**config.mk**
```make
export PLATFORM = sky130hd
export DESIGN_NAME = delay_module
export DESIGN_NICKNAME = d
export VERILOG_FILES = /design/src/rtl/delay_module.sv
export SDC_FILE = /design/constraint.sdc
export NUM_CORES = 1
export LEC_CHECK = 0
export ABC_CLOCK_PERIOD_IN_PS = 5700
export CORE_MARGIN = 5
export CORE_UTILIZATION = 40
export DETAILED_ROUTE_END_ITERATION = 16
export PLACE_DENSITY_LB_ADDON = 0.25
export SYNTH_ARGS = -nofsm -noshare
export SYNTH_HDL_FRONTEND = slang
export SYNTH_SLANG_ARGS = --single-unit
```
**constraint.sdc**
```tcl
create_clock -name clk -period 5.7 [get_ports clk]
set_input_delay 1.14 -clock clk [delete_from_list [all_inputs] [get_ports clk]]
set_output_delay 1.14 -clock clk [all_outputs]
set_load 0.01 [all_outputs]
```
**src/rtl/delay_module.sv**
```systemverilog
`default_nettype none
// ============================================================================
//  Module      : delay_module
//  Description : Programmable periodic tick generator. Raises out_delay for
//                one clock cycle once every `delay` cycles. A period of zero
//                disables the strobe. A new period is accepted only at a
//                period boundary, or immediately while disabled.
//  Revision    : 1.0  initial release
// ============================================================================
module delay_module #(
    parameter int WIDTH = 9
) (
    input  logic             clk,
    input  logic             rst,
    input  logic [WIDTH-1:0] delay,
    output logic             out_delay
);

    localparam logic [WIDTH-1:0] c_ZERO = '0;
    localparam logic [WIDTH-1:0] c_ONE  = WIDTH'(1);

    // Cycle position within the current period; never exceeds r_per - 1.
    logic [WIDTH-1:0] r_cnt;
    // Active period, latched from delay at reset, while disabled, or at the
    // terminal count.
    logic [WIDTH-1:0] r_per;
    // Registered strobe driving out_delay.
    logic             r_out;

    // Terminal-count value. Only used when r_per is non-zero, so the
    // wrap-around for r_per == 0 never matters.
    logic [WIDTH-1:0] w_last;
    logic             w_disabled;
    logic             w_terminal;

    // Decode the period state from the active period and current count.
    always_comb begin
        w_last     = r_per - c_ONE;
        w_disabled = (r_per == c_ZERO);
        w_terminal = (r_cnt == w_last);
    end

    // Period counter and strobe register, in priority order: reset,
    // disabled, terminal count, counting.
    always_ff @(posedge clk) begin
        if (rst) begin
            r_cnt <= c_ZERO;
            r_out <= 1'b0;
            r_per <= delay;
        end else if (w_disabled) begin
            // Re-sample delay every cycle so enabling starts a fresh period.
            r_cnt <= c_ZERO;
            r_out <= 1'b0;
            r_per <= delay;
        end else if (w_terminal) begin
            // End of period: strobe and accept the requested period.
            r_cnt <= c_ZERO;
            r_out <= 1'b1;
            r_per <= delay;
        end else begin
            r_cnt <= r_cnt + c_ONE;
            r_out <= 1'b0;
        end
    end

    assign out_delay = r_out;

endmodule
`default_nettype wire

```
# Word-level counts from Yosys, hierarchy flattened
# Cells that the tools add are included.
[totals]
register_bits = 19
input_bits = 11
out_inout_bits = 1
[op_classes]
add_sub_neg = 2
eq_ne = 1
muxes = 4
n_reduce_logical = 4
[ops]
columns = ["op", "n"]
rows = [
  ["$mux W9", 3],
  ["$add A9 B1 Y9 const B", 1],
  ["$eq A9 B9 Y1", 1],
  ["$logic_not A9 Y1", 1],
  ["$sub A9 B1 Y9 const B", 1],
  ["$reduce_bool A3 Y1", 1],
  ["$reduce_or A3 Y1", 1],
  ["$reduce_or A2 Y1", 1],
  ["$mux W1", 1],
]

# Depth between registers and ports, before layout
# Gate-level depths: netlist of run 1.
[depth]
word_depth = 5
depth_mapped = 8
depth_no_buf = 7

# Least setup slack after synthesis of run 1
# No wires, ideal clock.
[synth_timing]
path_type = "register to register"
startpoint = "register r_per[0]"
endpoint = "register r_per[0] (enable)"
setup_ps = 330
t_arrival_ps = 2143
t_required_ps = 5370
slack_ps = 3228
path_stages_with_launch = 9
path_buffers = 1
path_cell_list = "edfxtp_1 inv_1 ha_1 nor2b_1 or3_1 a31o_1 nor4_2 buf_4 a21bo_1"
[synth_between]
elab_chain_cells = 3
[synth_rtl]
columns = ["element", "line", "rtl"]
rows = [
  ["start, declared", "26", "logic [WIDTH-1:0] r_per;"],
  ["start signal, assigned", "49", "r_per <= delay;"],
  ["start signal, assigned", "54", "r_per <= delay;"],
  ["start signal, assigned", "59", "r_per <= delay;"],
  ["$sub A9 B1 Y9", "38", "w_last = r_per - c_ONE;"],
  ["$eq A9 B9 Y1", "40", "w_terminal = (r_cnt == w_last);"],
  ["$reduce_bool A3 Y1 (no line) *", "-", ""],
]
# Mark *: on every way between the ends. The rest lies on a longest branch, timed or not.
# A chain may end at the register's enable or synchronous reset.

# Worst setup path in the final report of run 1
[layout_timing]
startpoint = "register r_per[0]"
endpoint = "register r_per[5] (enable)"
# The elaborated chain is that of the path after synthesis.

==> results of run 1 <==
## registers in the layout (all words and copies together) (netlist names)
register   flops
out_delay      1
r_per          9
r_cnt          9
## logic make-up after synthesis
kind of cell,count (synthesis),synth area share (%)
xor+xnor,17,14.49
buf+inv,7,3.044
fa+ha+maj,3,3.654
compound gates,21,12.30
simple gates,39,20.71
flops,19,45.80
## layer usage
layer / vias up / GRT usage [%]
li1: 398 / -
met1: 355 / 14.17
met2: 19 / 19.24
met3: 3 / 4.468
met4: 0 / 2.477
met5: - / 0
## stage by stage
step                instance area [um^2]  utilization (%)  total power, mW  std cells
floorplan                           1027                -           0.1776        106
global placement                    1166            47.07           0.1888        145
detailed placement                  1166            47.07           0.1895        145
CTS                                 1192            48.13           0.2552        149
global route                        1192            48.13           0.2667        149
finish                              1192            48.13           0.2509        149
## power groups by stage
stage | registers [mW] | logic [mW] | clock network (mW)
floorplan | 0.157 | 0.0204 | 0
global placement | 0.159 | 0.0295 | 0
detailed placement | 0.159 | 0.0303 | 0
CTS | 0.156 | 0.0303 | 0.0688
global route | 0.157 | 0.0336 | 0.0756
finish | 0.156 | 0.0299 | 0.0649
## path summary, 6_finish.rpt
check	cells after the start	from	slack (ns)	to
hold reg to reg	3	r_cnt[8]	0.57	r_cnt[8]
setup reg to reg	8	r_per[0]	2.99	r_per[5]
hold / removal	3	r_cnt[8]	0.57	r_cnt[8]
setup / recovery	8	r_per[0]	2.99	r_per[5]
## synth_stat cells
master,count
nand2_1,13
a21oi_1,10
dfxtp_1,10
xor2_1,10
edfxtp_1,9
xnor2_1,7
nor2_1,6
inv_1,4
nand3_1,4
nor3_1,4
a31oi_1,3
ha_1,3
o21ai_0,3
nor2b_1,2
nor4_2,2
a21bo_1,1
a22oi_1,1
a311oi_1,1
a31o_1,1
and2_1,1
and3_2,1
and3b_2,1
and4b_2,1
buf_2,1
buf_4,1
clkbuf_1,1
nand2b_1,1
nand3b_1,1
nor4b_1,1
o211ai_1,1
or3_1,1
## worst max-delay path, cell delays in order (launching register included)
cell,delay [ns]
edfxtp_1,0.47
inv_1,0.10
ha_1,0.30
nor2b_1,0.16
or3_1,0.34
a31o_1,0.22
nor4_2,0.26
buf_4,0.21
a21bo_1,0.32
## final cells by class
type	instances	area (um^2)	share of cell area (%)
clock buffers	4	26.28	2.204
inverters	4	15.01	1.259
multi-input cells	80	525.5	44.07
flip-flops and latches	19	470.5	39.45
well taps	30	37.54	3.148
repair buffers	12	117.6	9.864
==> impl_results.md, run 1 <==
- Worst Max-Slew Pin Slew: 0.8048 ns
- Layout cell share with drive strength beyond 1: 7.563%
- CTS root buf: clkbuf_4
- Post-synth top area share: 26.31%
- CTS HTree Levels: 1
- Critical Path RT: 5.67 ns
- Gate power share: 11.9%
- Post-route setup slack: 2.989 ns
- Die width: 60.68 um
- CTS max path bufs: 2
- Post-DR vias/cell: 5.201
- Hold Buf Count CTS: 0
- Sequential area share after synthesis: 45.80%
- Met1 WL: 794 um
- WHS: 0.5716 ns
- Hold Path Class: reg2reg
- Internal power: 0.1925 mW
- Detail Route Antenna Nets: 0
- Worst EP arrival: 2.68 ns
- Distinct cells, synth: 31
- Die area: 3681 um^2
- WL met2: 897 um
- Largest net degree at the start of global routing: 12
- DRT iter0 DRCs: 5
- VDD IR max: 0.0001211 V
- RSZ-0062 raised after global routing: no
- Clk_skew: 0.002694 ns
- DR WL/cell: 12.09 um
- Critical path endpoint category: flip-flop
- Clock Power Share: 25.9%
- P_sw: 0.05840 mW
- Final setup violation count: 0
- Fin. Hold Viols: 0
- Number of global-route vias before repair: 746
- Highest Clock Rate: 0.3689 GHz
- Final GP Congestion: 0.7793
- Area grow syn2layout: 16.08%
- Outcome: finished, final reports clean
- Critical path type: reg2reg
- DRC Markers: 0
- PortBufs: 11
- Postcts setup bufs: 0
- Synth Cell Area: 1027 um^2
- Max Fanout on Critical Path: 11
- Initial antenna violation count: 0
- Maxcap violations: 0
- Commonest non-fill, non-tap cell in the layout: nand2_1
- Ant diodes: 0
- Initial Util: 41.46%
- Total Routing Usage GR: 11.54%
- Total of fill cells in the finished design: 257
- Switch share: 23.28%
- Reg clk slew, reported paths: 0.09 ns
- CTS tree: built
- Met3 Wirelength: 96 um
- Final min period: 2.711 ns
- Cts repair resizes: 0
- Clock latency on the worst-skew pair: 0.29 ns
- Mapped Nets: 120
- Std cell rows: 18
- Post-Place Setup Slack: 2.844 ns
- Top cells by area, synth: edfxtp_1, dfxtp_1, xor2_1
- I/O Pins: 12
- Pre-antenna DRT Iters: 4
- Die H: 60.68 um
- First-pass GRT wire length: 3194 um
- Final period util: 47.56%
- Flop pwr share: 62.2%
- Detailed placer's ending HPWL: 1456 um
- Area leader, netlist: edfxtp_1
- PwrDens: 210.4 nW/um^2
- CTS Buf Count: 3
- Avg Inst Size Synth: 9.691 um^2
- Top Metal Used: met4
- Slew HR: 46.35%
- # clock sinks: 19
- Fin. max-slew vios: 0
- Nets@finish: 134
- Synth Instances: 106
- DRT Wirelength: 1801 um
- Yosys reg bits: 19
- Vias: 775
- Most frequent cells in the layout: nand2_1, clkdlybuf4s50_1, xor2_1, a21oi_1, dfxtp_1
- Core area: 2477 um^2
- Yosys warns: 0
- CP startpoint kind: flip-flop
- LEAKAGE: 0.4562 nW
- GRT overflow: 0
- TNS Setup: 0 ns
No activity file was read; power rests on OpenSTA's default activity.
==> run 2: changes to the inputs <==
--- a/config.mk
+++ b/config.mk
@@ -5,7 +5,7 @@
 export SDC_FILE = /design/constraint.sdc
 export NUM_CORES = 1
 export LEC_CHECK = 0
-export ABC_CLOCK_PERIOD_IN_PS = 5700
+export ABC_CLOCK_PERIOD_IN_PS = 2700
 export CORE_MARGIN = 5
 export CORE_UTILIZATION = 40
 export DETAILED_ROUTE_END_ITERATION = 16
==> constraint.sdc (replaced) <==
create_clock -name clk -period 2.7 [get_ports clk]
set_input_delay 0.54 -clock clk [delete_from_list [all_inputs] [get_ports clk]]
set_output_delay 0.54 -clock clk [all_outputs]
set_load 0.01 [all_outputs]
==> impl_results.md, run 2 (synthesis results as in run 1) <==
- Outcome: finished, final reports clean
- Pre-antenna DRT Iters: 4 (unchanged)
- DR WL/cell: 13.04 um (+7.9%)
- RSZ-0062 raised after global routing: no
- Die H: 60.68 um (unchanged)
- Post-route design area: 1209 um^2 (+1.4%)
- Worst Max-Slew Pin Slew: 0.3888 ns (-0.4160 ns)
- Worst EP arrival: 2.46 ns (-0.22 ns)
- Max Fanout on Critical Path: 9 (-2)
- PortBufs: 11 (unchanged)
- Number of global-route vias before repair: 755 (+1.2%)
- Final setup violation count: 0 (unchanged)
- Fin. max-slew vios: 0 (unchanged)
- Critical Path RT: 2.69 ns (-2.98 ns)
- Detail Route Antenna Nets: 0 (unchanged)
- DRC Markers: 0 (unchanged)
- Maxcap violations: 0 (unchanged)
- Max incr delay on CP: 0.46 ns (about the same)
- Std cell rows: 18 (unchanged)
- Final min period: 2.467 ns (-0.2435 ns)
- First-pass GRT wire length: 3318 um (+3.9%)
- Cell area after placement: 1181 um^2 (+1.3%)
- Area of the multi-input gates: 525.5 um^2 (unchanged)
- Hold Path Class: reg2reg
- VDD IR max: 0.0003123 V (+160%)
- CTS Buf Count: 3 (unchanged)
- Critical path type: reg2reg
- CTS HTree Levels: 1 (unchanged)
- Die width: 60.68 um (unchanged)
- WHS: 0.6010 ns (+0.02937 ns)
- PwrDens: 443.0 nW/um^2 (+110%)
- Clk_skew: 0.004223 ns (+0.001529 ns)
- Detailed placer's ending HPWL: 1567 um (+7.6%)
- # clock sinks: 19 (unchanged)
- Post-Place Setup Slack: 0.1484 ns (-2.695 ns)
- Hold Buf Count CTS: 0 (unchanged)
- DRT iter0 DRCs: 13 (+8)
- Die area: 3681 um^2 (unchanged)
- Layout cell share with drive strength beyond 1: 10.74% (+3.2 points)
- Total Routing Usage GR: 12.59% (+1.1 points)
- CP top delay family: simple AND/OR/NAND/NOR gates
- Post-route setup slack: 0.2325 ns (-2.757 ns)
- Worst path bufs/invs: 1 (-1)
- Most frequent cells in the layout: nand2_1, clkdlybuf4s50_1, xor2_1, a21oi_1, dfxtp_1
- Largest net degree at the start of global routing: 12 (unchanged)
- Slowest cell on crit path: edfxtp_1
- Vias: 788 (+1.7%)
- R2r startpoint: r_per[0]
- Initial antenna violation count: 0 (unchanged)
- Post-DR vias/cell: 5.219 (+0.33%)
- Total of fill cells in the finished design: 235 (-8.6%)
- Commonest non-fill, non-tap cell in the layout: nand2_1
- CTS tree: built
- I/O Pins: 12 (unchanged)
- Fin. Hold Viols: 0 (unchanged)
- Crit-path cells: inv_1 > ha_1 > nor2b_1 > or3_1 > a31o_1 > nor4_2 > a21bo_2
- CTS root buf: clkbuf_4
- Core area: 2477 um^2 (unchanged)
- Critical path startpoint: r_per[0]
- Final period util: 91.39% (+44 points)
- Final GP Congestion: 0.8272 (+6.1%)
- Nets@finish: 136 (+1.5%)
- Initial Util: 41.46% (unchanged)
- Critical path endpoint category: flip-flop
- Area grow syn2layout: 17.66%
- Hold wc startpoint: r_cnt[8]
- Reg area: 470.5 um^2 (unchanged)
- DRT Wirelength: 1969 um (+9.3%)
- Reg clk slew, reported paths: 0.10 ns (about the same)
- CTS max path bufs: 2 (unchanged)
- TNS Setup: 0 ns (unchanged)
- Clock latency on the worst-skew pair: 0.29 ns (about the same)
- CP startpoint kind: flip-flop
- GRT overflow: 0 (unchanged)
- Ant diodes: 0 (unchanged)
- Slew HR: 73.87% (+28 points)
- Highest Clock Rate: 0.4053 GHz (+9.9%)
- LEAKAGE: 0.4655 nW (+2.0%)
[run 2: cell types whose count changed in the layout (fill, tap and decap cells not counted)]
cell and change:
buf_4 +2, a21bo_2 +1, clkbuf_1 -1, clkinv_2 +1, a21bo_1 -1
[run 2: cell type report]
class                   count  area share [%]
multi-input cells          80           43.48
clock inverters             1          0.4141
flip-flops and latches     19           38.92
clock buffers               3           1.863
inverters                   4           1.242
repair buffers             14           10.97
well taps                  30           3.106
[run 2: what timing repair did]
item | in CTS | in global routing
endpoints found under the setup margin | 0 | 2
setup buffers | 0 | 0
gates resized for setup | 0 | 1
[run 2: worst reg2reg max path, stage by stage, from the launching register on]
cell and delay [ns]:
edfxtp_1 0.46, inv_1 0.09, ha_1 0.29, nor2b_1 0.16, or3_1 0.34, a31o_1 0.23
nor4_2 0.30, a21bo_2 0.31
[run 2: through the flow]
step	std cells	util, %	total power, mW
finish	151	48.79	0.5355
global route	151	48.79	0.5646
CTS	151	48.79	0.5418
detailed placement	147	47.68	0.4038
global placement	147	47.68	0.4023
floorplan	106	-	0.3749
[run 2: where the power goes]
part           switching, mW  internal (mW)
clock network         0.0837         0.0551
logic                 0.0307         0.0363
registers             0.0149          0.315
total                  0.129          0.406
[run 2: layer usage]
metal	wire [um]	part of all wire, %	global-route usage, %
met4	62	3.1	7.121
met1	897	46	14.59
met3	74	3.8	3.191
met2	934	47	21.07
met5	0	0	0
[run 2: worst paths after layout]
check             slack (ns)  cells past startpoint  endpoint
hold reg to reg         0.60                      3  r_cnt[8]
setup reg to reg        0.23                      7  r_per[2]
setup / recovery        0.23                      7  r_per[2]
hold / removal          0.60                      3  r_cnt[8]
